## src/rtl/fetch_queue.sv

```systemverilog
// Fetch-to-decode instruction queue: a circular buffer of {pc, instr} entries.
// in_stall and out_valid decode from registered count only; flush clears everything.
module fetch_queue #(
  parameter int unsigned DEPTH = 4
) (
  input  logic                     clk,
  input  logic                     reset,
  input  logic                     in_valid,
  input  logic [31:0]              in_pc,
  input  logic [31:0]              in_instr,
  output logic                     in_stall,
  input  logic                     flush,
  output logic                     out_valid,
  output logic [31:0]              out_pc,
  output logic [31:0]              out_instr,
  input  logic                     out_ready,
  output logic [$clog2(DEPTH):0]   count
);

  localparam int unsigned PtrW = $clog2(DEPTH);
  localparam int unsigned CntW = PtrW + 1;

  logic [63:0]     mem_q [DEPTH];
  logic [PtrW-1:0] head_q, head_d;
  logic [PtrW-1:0] tail_q, tail_d;
  logic [CntW-1:0] count_q, count_d;
  logic            push, pop;

  assign in_stall  = (count_q == CntW'(DEPTH));
  assign out_valid = (count_q != '0);
  assign count     = count_q;

  assign push = in_valid && !in_stall && !flush;
  assign pop  = out_valid && out_ready && !flush;

  // Head data is gated to zero (pc 0 / nop) whenever the queue is empty.
  assign out_pc    = out_valid ? mem_q[head_q][63:32] : 32'h0000_0000;
  assign out_instr = out_valid ? mem_q[head_q][31:0]  : 32'h0000_0000;

  always_comb begin
    head_d  = head_q;
    tail_d  = tail_q;
    count_d = count_q;
    if (flush) begin
      head_d  = '0;
      tail_d  = '0;
      count_d = '0;
    end else begin
      if (push) tail_d = tail_q + 1'b1;
      if (pop)  head_d = head_q + 1'b1;
      case ({push, pop})
        2'b10:   count_d = count_q + 1'b1;
        2'b01:   count_d = count_q - 1'b1;
        default: count_d = count_q;
      endcase
    end
  end

  always_ff @(posedge clk or negedge reset) begin
    if (!reset) begin
      head_q  <= '0;
      tail_q  <= '0;
      count_q <= '0;
    end else begin
      head_q  <= head_d;
      tail_q  <= tail_d;
      count_q <= count_d;
    end
  end

  // Storage is not reset; pointers and count alone define which entries are live.
  always_ff @(posedge clk) begin
    if (push && reset) begin
      mem_q[tail_q] <= {in_pc, in_instr};
    end
  end

endmodule

```

## config.mk

```make
export PLATFORM = sky130hd
export DESIGN_NAME = fetch_queue
export DESIGN_NICKNAME = d
export VERILOG_FILES = /design/src/rtl/fetch_queue.sv
export SDC_FILE = /design/constraint.sdc
export NUM_CORES = 1
export LEC_CHECK = 0
export CAP_MARGIN = 20
export CORE_ASPECT_RATIO = 0.75
export CORE_MARGIN = 10
export CORE_UTILIZATION = 35
export DETAILED_ROUTE_END_ITERATION = 7
export DONT_BUFFER_PORTS = 1
export PLACE_DENSITY = 0.55
export SLEW_MARGIN = 20
export SYNTH_ARGS = -nofsm -noshare
export SYNTH_HDL_FRONTEND = slang
export SYNTH_SLANG_ARGS = --single-unit
```

## constraint.sdc

```tcl
create_clock -name clk -period 4.9 [get_ports clk]
set_clock_uncertainty 0.1 [all_clocks]
set_input_delay 0.245 -clock clk [delete_from_list [all_inputs] [get_ports clk]]
set_output_delay 0.245 -clock clk [all_outputs]
set_load 0.01 [all_outputs]
```

==> results of run 1 <==
-- area by class of cell --
cell class / instances / area [sq um] / area share [%]
diodes: 1 / 2.50 / 0.0207
clock buffers: 32 / 694 / 5.73
clock inverters: 16 / 97.6 / 0.806
inverters: 2 / 7.51 / 0.0620
multi-input cells: 177 / 2200 / 18.2
flip-flops and latches: 263 / 7870 / 65.0
well taps: 392 / 490 / 4.05
repair buffers: 72 / 748 / 6.18
-- critical path, delay by kind of cell, from the launching register on --
family / cells / cell delay, ns
AO/OA/AOI/OAI: 2 / 0.25
adder cells (fa/ha/maj): 1 / 0.45
buffers and inverters: 1 / 0.55
flip-flops: 1 / 0.57
AND/OR/NAND/NOR: 4 / 1.32
-- logic make-up (layout without fill, tap and decap cells) --
| logic type | count (synthesis) | after routing |
|---|---|---|
| flops | 263 | 263 |
| simple gates | 92 | 92 |
| mux | 66 | 66 |
| buf+inv | 28 | 122 |
| compound gates | 10 | 10 |
| fa+ha+maj | 5 | 5 |
| xor+xnor | 4 | 4 |
| other cells | 0 | 1 |
-- stage by stage --
| step | cell area (sq um) | power (W) | hold slack [ns] | util (%) |
|---|---|---|---|---|
| floorplan | 10200 | 0.00295 | -0.151 | - |
| global placement | 10600 | 0.00303 | -0.150 | 36.6 |
| detailed placement | 10600 | 0.00304 | -0.150 | 36.6 |
| CTS | 12100 | 0.00498 | 0.00380 | 41.8 |
| global route | 12100 | 0.00511 | 0.0249 | 41.9 |
| finish | 12100 | 0.00489 | 0.0254 | 41.9 |
-- where the power goes --
part	total, W	switching, W	leakage [nW]	internal (W)
Combinational	0.000470	0.000249	0.964	0.000221
Clock	0.00185	0.000794	0.391	0.00105
Sequential	0.00257	0.0000565	2.40	0.00252
-- flip-flops by register name (all words and copies together) (netlist names) --
| register | cells |
|---|---|
| mem_q | 256 |
| count | 3 |
| head_q | 2 |
| tail_q | 2 |
-- how the worst min path moves through the flow --
stage               slack (ns)  depth (start not counted)  endpoint  startpoint
global route              0.02                          3  count[1]    in_valid
global placement         -0.15                          0  count[2]       reset
floorplan                -0.15                          0  count[0]       reset
CTS                      0.004                          3  count[1]   out_ready
finish                    0.03                          3  count[1]   out_ready
detailed placement       -0.15                          0  count[2]       reset
-- per-layer routing --
metal / wire length, um / vias to the layer above
li1: - / 2047
met1: 8420 / 2388
met2: 10300 / 126
met3: 1580 / 32
met4: 404 / 0
met5: 0 / -
-- cell usage after synthesis --
cell | number | area [sq um]
a41oi_1 | 1 | 8.76
o21ai_0 | 4 | 20.0
or3b_2 | 1 | 8.76
buf_2 | 9 | 45.0
nor3b_1 | 2 | 15.0
xnor2_1 | 2 | 17.5
buf_6 | 5 | 56.3
buf_4 | 2 | 15.0
mux2_2 | 1 | 11.3
xor2_1 | 2 | 17.5
ha_1 | 4 | 50.1
nor4_1 | 1 | 6.26
mux2i_1 | 1 | 10.0
nor3_1 | 1 | 5.00
nand2b_1 | 1 | 6.26
or3_4 | 1 | 11.3
edfxtp_1 | 256 | 7690
inv_1 | 2 | 7.51
nand3b_1 | 1 | 7.51
fa_1 | 1 | 20.0
nand3_1 | 4 | 20.0
o22ai_1 | 1 | 6.26
a31oi_1 | 1 | 6.26
mux4_2 | 64 | 1440
nor2_1 | 7 | 26.3
o211ai_1 | 1 | 7.51
o41ai_1 | 1 | 8.76
nand2_1 | 3 | 11.3
clkbuf_1 | 10 | 37.5
a21bo_2 | 1 | 10.0
and2_1 | 70 | 438
dfrtp_1 | 7 | 175
-- placed cells by master, fill, tap and decap left out, types with 2 or more instances in the layout --
cell type,count
clkbuf_16,27
xnor2_1,2
clkbuf_1,5
clkinv_2,5
xor2_1,2
edfxtp_1,256
nand3_1,4
inv_1,2
ha_1,4
and2_1,66
and2_4,4
nand2_1,3
o21ai_0,4
clkinv_1,9
nor3b_1,2
dfrtp_1,5
dfrtp_4,2
dlygate4sd3_1,70
nor2_1,7
mux4_2,64
==> summary.txt, run 1 <==
Status = finished, final reports clean
Cells after synthesis = 468
Routed via count = 4593
Critical Path Source = count[2]
Skew-Pair Late Insertion Delay = 0.53 ns
Clk slew on worst S/H paths = 0.06 ns
Grt total ovfl = 0
Postcts setup bufs = 0
Met1 Use GR = 13.7%
P&R area growth vs syn = 18.6%
Setup CP Type = flop to flop
Worst slack, placed = 1.97 ns
Clk sinks = 263
Drc violations = 0
Max_cap viols = 0
GRT Overall Usage = 11.4%
Slowest stage delay, CP = 0.71 ns
Leakage = 3.76 nW
Post-route ant nets = 0
RR Endpoint = count[2]
Placed cells = 835
Routed vias/inst = 4.81
Largest family of logic cells by synthesized area = multiplexers
Hold Crit Class = primary input to flop
Fmax = 301 MHz
Crit-path cells = or3_4 -> nand2_1 -> nor3b_1 -> fa_1 -> nor4_1 -> o21ai_0 -> a31oi_1 -> dlygate4sd3_1
Maximum vdd drop = 0.291 mV
GR Util met3 = 4.39%
Post-synthesis sequential area ratio = 77.0%
Reg2Reg Setup Slack = 1.58 ns
Fraction of layout cells with a size suffix above 1 = 19.6%
Die Ht = 168 um
Longest Clk Path Bufs = 3
Worst Reg-to-Reg Cells = 8
Final Slew Violations = 0
YS warnings = 0
XOR/XNOR Fraction of Synth Area = 0.343%
RR Startpoint = count[2]
CTS Hold Buffers Added = 70
Mapped Area = 10200 sq um
Max Fanout on Critical Path = 67
Final WL = 20700 um
Nets = 616
DIE AREA = 36500 sq um
# rows = 54
Setup ws final = 1.58 ns
RSZ-0062 raised after global routing = false
Setup crit start kind = flop
CTS H-tree depth = 1
Worst-margin pin slew = 1.05 ns
Grt met2 use = 19.0%
Post-Synth Adder-Cell Area = 0.686%
Fin. Hold Viols = 0
Layer with the highest usage = met2
CTS Root Cell = clkbuf_16
Syn_nets = 542
Largest net degree at the start of global routing = 68
Initial DRC count = 317
Tcrit/Tclk final = 67.7%
Finished Layout Cells = 955
Setup TNS = 0 ns
Antenna violations before repair = 1
Critical path required time = 5.27 ns
CTS Buf Count = 26
Multiplexer share of the synthesized area = 14.3%
Arr. time, crit path = 3.69 ns
Slew HR = 30.1%
Vias in the first global route = 5099
DR WL/cell = 21.7 um
Worst Setup EP = count[2]
Fill count = 2609
Post-layout min period = 3.32 ns
Worst Setup End Kind = flop
PD cells = 404 nW/um^2
Die Wd = 217 um
Endpoints failing setup = 0
Initial DRT Pass Iterations = 4
Compound-cell area share of the yosys netlist = 0.661%
Distinct cell type count after synthesis = 32
Routability cong. = 0.719
I/O Pins = 138
Hpwl dp = 11300 um
CTS tree = built
# resized after CTS = 0
Synth Area per Inst = 21.8 sq um
PortBufs = 0
Post-synthesis simple-gate area fraction = 5.44%
Synthesis-stage register bit count = 263
Slowest cell on the critical path = or3_4
Initial Utilization = 35.3%
Core Footprint = 28900 sq um
First-pass GRT wire length = 32200 um
(Power assumes the default switching activity.)
==> run 2, diff against run 1 <==
--- a/config.mk
+++ b/config.mk
@@ -5,6 +5,7 @@
 export SDC_FILE = /design/constraint.sdc
 export NUM_CORES = 1
 export LEC_CHECK = 0
+export ABC_AREA = 1
 export CAP_MARGIN = 20
 export CORE_ASPECT_RATIO = 0.75
 export CORE_MARGIN = 10
==> constraint.sdc (replaced) <==
create_clock -name clk -period 3.2 [get_ports clk]
set_clock_uncertainty 0.1 [all_clocks]
set_input_delay 0.16 -clock clk [delete_from_list [all_inputs] [get_ports clk]]
set_output_delay 0.16 -clock clk [all_outputs]
set_load 0.01 [all_outputs]
==> run 2 against run 1 <==
Against the previous run:
- via count grew 37%
- global-route usage grew 1.6 points
- highest routed layer unchanged
- combinational power grew to 4.8 times the previous value
- critical path type is now flop to output port
- largest power group unchanged
==> summary.txt, run 2 <==
Clk sinks = 263 (unchanged)
Ys async rst share = 2.66% (unchanged)
Grt total ovfl = 0 (unchanged)
Worst slack, placed = 0.825 ns (was 1.97 ns)
Routed via count = 6271 (was 4593)
PD cells = 744 nW/um^2 (was 404 nW/um^2)
Die Ht = 169 um (was 168 um)
Arr. time, crit path = 2.44 ns (was 3.69 ns)
Ys flop type = edfxtp_1 (unchanged)
CTS tree = built (unchanged)
Clk slew on worst S/H paths = 0.06 ns (about the same)
Worst-margin pin slew = 0.834 ns (was 1.05 ns)
CTS Root Cell = clkbuf_16 (unchanged)
Slew HR = 44.4% (was 30.1%)
Antenna violations before repair = 2 (was 1)
Drc violations = 0 (unchanged)
Synth top area share = 74.3% (was 75.3%)
Initial DRT Pass Iterations = 5 (was 4)
Final Slew Violations = 0 (unchanged)
P&R area growth vs syn = 19.2% (was 18.6%)
Most frequent cells in the layout = nor2_1, edfxtp_1, o21ai_0 (was edfxtp_1, dlygate4sd3_1, and2_1)
First-pass GRT wire length = 38000 um (was 32200 um)
Fin. Hold Viols = 0 (unchanged)
Fill count = 2673 (was 2609)
Most frequent cell after synthesis = nor2_1 (was edfxtp_1)
Leakage = 4.12 nW (was 3.76 nW)
Top post-synthesis cells by count = nor2_1, edfxtp_1, o21ai_0, a21oi_1, nand2_1 (was edfxtp_1, and2_1, mux4_2, clkbuf_1, buf_2)
CTS Buf Count = 27 (was 26)
Commonest non-fill, non-tap cell in the layout = nor2_1 (was edfxtp_1)
Dominant cells by area after synthesis = edfxtp_1, nor2_1, o21ai_0 (was edfxtp_1, mux4_2, and2_1)
RSZ-0062 raised after global routing = false (unchanged)
Leading area contributor after synthesis = edfxtp_1 (unchanged)
Die Wd = 219 um (was 217 um)
Pwr Total = 0.00917 W (was 0.00489 W)
Core Footprint = 29100 sq um (was 28900 sq um)
Synthesis-stage register bit count = 263 (unchanged)
Setup crit start kind = flop (unchanged)
# rows = 54 (unchanged)
Final WL = 24300 um (was 20700 um)
I/O Pins = 138 (unchanged)
Largest Register = mem_q (unchanged)
Skew-Pair Late Insertion Delay = 0.54 ns (was 0.53 ns)
Cells after synthesis = 819 (was 468)
Post-synthesis sequential area ratio = 76.0% (was 77.0%)
Routability cong. = 0.746 (was 0.719)
PortBufs = 0 (unchanged)
Setup CP Type = flop to output port (was flop to flop)
Post-layout min period = 2.70 ns
YS warnings = 0 (unchanged)
Maximum vdd drop = 0.431 mV (was 0.291 mV)
GRT Overall Usage = 13.0% (was 11.4%)
Hold Crit Class = primary input to flop (unchanged)
Fraction of layout cells with a size suffix above 1 = 6.31% (was 19.6%)
Distinct cell type count after synthesis = 19 (was 32)
Initial Utilization = 35.5% (was 35.3%)
DIE AREA = 36900 sq um (was 36500 sq um)
Hpwl dp = 14100 um (was 11300 um)
Longest Clk Path Bufs = 3 (unchanged)
Mapped Area = 10300 sq um (was 10200 sq um)
Max_cap viols = 0 (unchanged)
EDFF count, synth = 256 (unchanged)
Status = finished, final reports clean (unchanged)
Largest net degree at the start of global routing = 130 (was 68)
Critical path required time = 2.94 ns (was 5.27 ns)
Ant diodes = 0 (was 1)
Max Fanout on Critical Path = 30 (was 67)
CTS H-tree depth = 1 (unchanged)
Syn_nets = 893 (was 542)
Max reg flops = 256 (unchanged)
DR WL/cell = 18.7 um (was 21.7 um)
Setup ws final = 0.501 ns (was 1.58 ns)
Vias in the first global route = 6427 (was 5099)
Worst Setup End Kind = output port (was flop)
Endpoints failing setup = 0 (unchanged)
Initial DRC count = 400 (was 317)
Nets = 959 (was 616)
Routed vias/inst = 4.84 (was 4.81)
Post-route ant nets = 0 (unchanged)
Tcrit/Tclk final = 84.4%
Synth Area per Inst = 12.6 sq um (was 21.8 sq um)
Fmax = 370 MHz
==> run 2: cell count changes after synthesis, moves of 20 or more <==
cell     before  now
mux4_2       64    0
nor2_1        7  263
nand2_1       3   23
a21oi_1       0   67
o21ai_0       4  128
and2_1       70    0
==> run 2: worst max-delay path, cell delays in order (launching register included) <==
cell     delay [ns]
dfrtp_1        0.46
nor2_1         0.19
nand2_1        0.19
inv_2          0.64
buf_4          0.31
a21oi_1        0.11
==> run 2: report_power, final <==
group	internal [W]	switching, W
registers	0.00391	0.0000578
logic	0.000579	0.00168
clock network	0.00172	0.00122
total	0.00621	0.00296
==> run 2: layout make-up <==
type	instances	area (sq um)	area share (%)
Clock buffer	39	721	5.85
Inverter	14	53.8	0.436
Multi-Input combinational cell	494	2200	17.8
Timing Repair Buffer	85	903	7.33
Sequential cell	263	7870	63.8
Clock inverter	9	96.3	0.781
Tap cell	392	490	3.98
==> run 2: final timing paths <==
kind,cells past startpoint,start,endpoint,slack [ns]
worst max-delay path,5,count[1],out_pc[16],0.50
min in group asynchronous,2,reset,count[2],0.41
worst max register to register,12,count[1],count[2],0.54
max in group asynchronous,2,reset,head_q[0],2.29
worst min register to register,2,tail_q[1],tail_q[1],0.52
worst min-delay path,1,in_instr[17],mem_q[2][17],0.23
==> run 2: cells by family (layout without fill, tap and decap cells) <==
kind of cell	count (synthesis)	in the layout	share of synthesized area, %
adder cells (fa/ha/maj)	5	5	0.677
AND/OR/NAND/NOR	288	288	10.5
buffers and inverters	62	147	3.07
XOR/XNOR	1	1	0.0847
flip-flops	263	263	76.0
AO/OA/AOI/OAI	200	200	9.70
==> run 2: what timing repair did <==
item                                   in CTS  in global routing
resized for setup                           0                  0
endpoints found under the hold margin     270                  0
hold buffers                               71                  0
setup buffers                               0                  0
==> run 2: metrics by stage <==
stage	setup TNS, ns	utilization, %	instance area [sq um]	hold WS (ns)	cells
floorplan	-258.66	-	10300	-0.236	819
detailed placement	0	37.1	10800	-0.235	1177
global placement	0	37.1	10800	-0.235	1177
CTS	0	42.3	12300	0.197	1296
global route	0	42.3	12300	0.223	1296
finish	0	42.3	12300	0.226	1296
==> run 2: layer usage <==
metal  GRT usage, %  wire length [um]  vias to the layer above
met4           3.16               484                        0
li1               -                 -                     3027
met3           3.46              1460                       41
met2           20.8             11300                      147
met1           17.3             11000                     3056
met5              0                 0                        -
==> run 3, diff against run 2 <==
--- a/config.mk
+++ b/config.mk
@@ -5,7 +5,7 @@
 export SDC_FILE = /design/constraint.sdc
 export NUM_CORES = 1
 export LEC_CHECK = 0
-export ABC_AREA = 1
+export ABC_AREA = 0
 export CAP_MARGIN = 20
 export CORE_ASPECT_RATIO = 0.75
 export CORE_MARGIN = 10
==> constraint.sdc (replaced) <==
create_clock -name clk -period 2.83 [get_ports clk]
set_clock_uncertainty 0.1 [all_clocks]
set_input_delay 0.1415 -clock clk [delete_from_list [all_inputs] [get_ports clk]]
set_output_delay 0.1415 -clock clk [all_outputs]
set_load 0.01 [all_outputs]
==> run 3 against run 2 <==
Against the previous run:
- clock-buffer cell count shrank 12
- register-to-register slack lost 0.19 ns
- critical endpoint is now out_pc[0]
- worst setup slack lost 0.29 ns
- critical path type unchanged
- non-clock buffer count is the same
==> summary.txt, run 3 (same netlist as run 1, synthesis figures left out) <==
P&R area growth vs syn = 20.8% (was 19.2%)
Worst slack, placed = 0.347 ns (was 0.825 ns)
Post-route ant nets = 0 (unchanged)
Max Fanout on Critical Path = 24 (was 30)
RSZ-0062 raised after global routing = false (unchanged)
Status = finished, final reports clean (unchanged)
Critical path required time = 2.59 ns (was 2.94 ns)
Initial DRC count = 316 (was 400)
Crit-path cells = buf_4 -> mux4_2 -> and2_1 (was nor2_1 -> nand2_1 -> inv_2 -> buf_4 -> a21oi_1)
Initial Utilization = 35.3% (was 35.5%)
Fin. Hold Viols = 0 (unchanged)
Routed via count = 4654 (was 6271)
Reg area = 7870 sq um (about the same)
Initial DRT Pass Iterations = 4 (was 5)
Worst Setup End Kind = output port (unchanged)
Setup CP Type = flop to output port (unchanged)
# resized after CTS = 0 (unchanged)
CTS Hold Buffers Added = 70 (was 71)
Antenna violations before repair = 4 (was 2)
Leakage = 3.86 nW (was 4.12 nW)
Max reg flops = 256 (unchanged)
Longest Clk Path Bufs = 3 (unchanged)
Routed vias/inst = 4.82 (was 4.84)
Clk slew on worst S/H paths = 0.06 ns (about the same)
CTS tree = built (unchanged)
DIE AREA = 36500 sq um (was 36900 sq um)
Fraction of layout cells with a size suffix above 1 = 22.5% (was 6.31%)
GRT Overall Usage = 11.8% (was 13.0%)
Fmax = 382 MHz
Fill count = 2545 (was 2673)
Largest Register = mem_q (unchanged)
CTS Buf Count = 25 (was 27)
Wire length on met2 = 10400 um (was 11300 um)
First-pass GRT wire length = 33000 um (was 38000 um)
# rows = 54 (unchanged)
Placement Cell Area = 10800 sq um (about the same)
Slew HR = 56.2% (was 44.4%)
Top routing layer used = met5 (was met4)
CTS Root Cell = clkbuf_16 (unchanged)
I/O Pins = 138 (unchanged)
Met3 wire len = 1560 um (was 1460 um)
Largest net degree at the start of global routing = 67 (was 130)
Die Ht = 168 um (was 169 um)
DR WL/cell = 22.8 um (was 18.7 um)
Post-layout min period = 2.62 ns
Commonest non-fill, non-tap cell in the layout = edfxtp_1 (was nor2_1)
Maximum vdd drop = 0.390 mV (was 0.431 mV)
Most frequent cells in the layout = edfxtp_1, dlygate4sd3_1, and2_1 (was nor2_1, edfxtp_1, o21ai_0)
CTS H-tree depth = 1 (unchanged)
Vias in the first global route = 5090 (was 6427)
Skew-Pair Late Insertion Delay = 0.53 ns (was 0.54 ns)
Slowest cell on the critical path = dfrtp_4 (was inv_2)
Postcts setup bufs = 0 (unchanged)
Arr. time, crit path = 2.38 ns (was 2.44 ns)
Multi-input logic area = 2200 sq um (about the same)
Max_cap viols = 0 (unchanged)
Setup ws final = 0.212 ns (was 0.501 ns)
Hpwl dp = 14100 um (about the same)
Hold Crit Class = primary input to flop (unchanged)
Tcrit/Tclk final = 92.5%
Setup crit start kind = flop (unchanged)
Clk sinks = 263 (unchanged)
PortBufs = 0 (unchanged)
Final Util = 42.7% (was 42.3%)
Die Wd = 217 um (was 219 um)
Post-route cell area = 12300 sq um (about the same)
Drc violations = 0 (unchanged)
Nets = 628 (was 959)
Routability cong. = 0.728 (was 0.746)
Final WL = 22100 um (was 24300 um)
PD cells = 715 nW/um^2 (was 744 nW/um^2)
Setup TNS = 0 ns (unchanged)
Final Slew Violations = 0 (unchanged)
M1 wire length = 9800 um (was 11000 um)
Worst-margin pin slew = 0.657 ns (was 0.834 ns)
Core Footprint = 28900 sq um (was 29100 sq um)
Slowest stage delay, CP = 0.77 ns (was 0.64 ns)
Grt total ovfl = 0 (unchanged)
Pwr Total = 0.00882 W (was 0.00917 W)
Endpoints failing setup = 0 (unchanged)
-- run 3: worst paths after layout --
path	start	depth (start not counted)	end	slack, ns
min in group asynchronous	reset	2	tail_q[0]	0.46
min reg2reg	tail_q[0]	3	tail_q[0]	0.60
min	flush	3	mem_q[1][34]	0.15
max	head_q[0]	3	out_pc[0]	0.21
max in group asynchronous	reset	2	head_q[0]	1.83
max reg2reg	count[1]	5	mem_q[0][36]	0.35
-- run 3: area by class of cell --
type                    instances  area share (%)
flip-flops and latches        263            63.8
multi-input cells             177            17.8
well taps                     392            3.98
inverters                       2          0.0608
clock buffers                  27            5.13
clock inverters                16            1.83
diodes                          4          0.0811
repair buffers                 85            7.30
-- run 3: per-layer routing --
| layer | track usage, % | vias up |
|---|---|---|
| met1 | 15.7 | 2423 |
| met5 | 0 | - |
| met2 | 18.9 | 131 |
| met4 | 1.91 | 2 |
| li1 | - | 2069 |
| met3 | 3.99 | 29 |
-- run 3: worst max-delay path: cells and delay by family (launching register included) --
family                 cells  cell delay, ns
AND/OR/NAND/NOR            1            0.22
buffers and inverters      1            0.30
multiplexers               1            0.55
flip-flops                 1            0.77
-- run 3: power breakdown --
group,internal (W),switching (W)
Combinational,0.000407,0.000491
Sequential,0.00435,0.0000650
Clock,0.00209,0.00141
Total,0.00685,0.00197
-- run 3: per-stage QoR --
step / cells / hold WS [ns]
floorplan: 468 / -0.254
global placement: 849 / -0.253
detailed placement: 849 / -0.253
CTS: 962 / 0.131
global route: 964 / 0.143
finish: 966 / 0.151
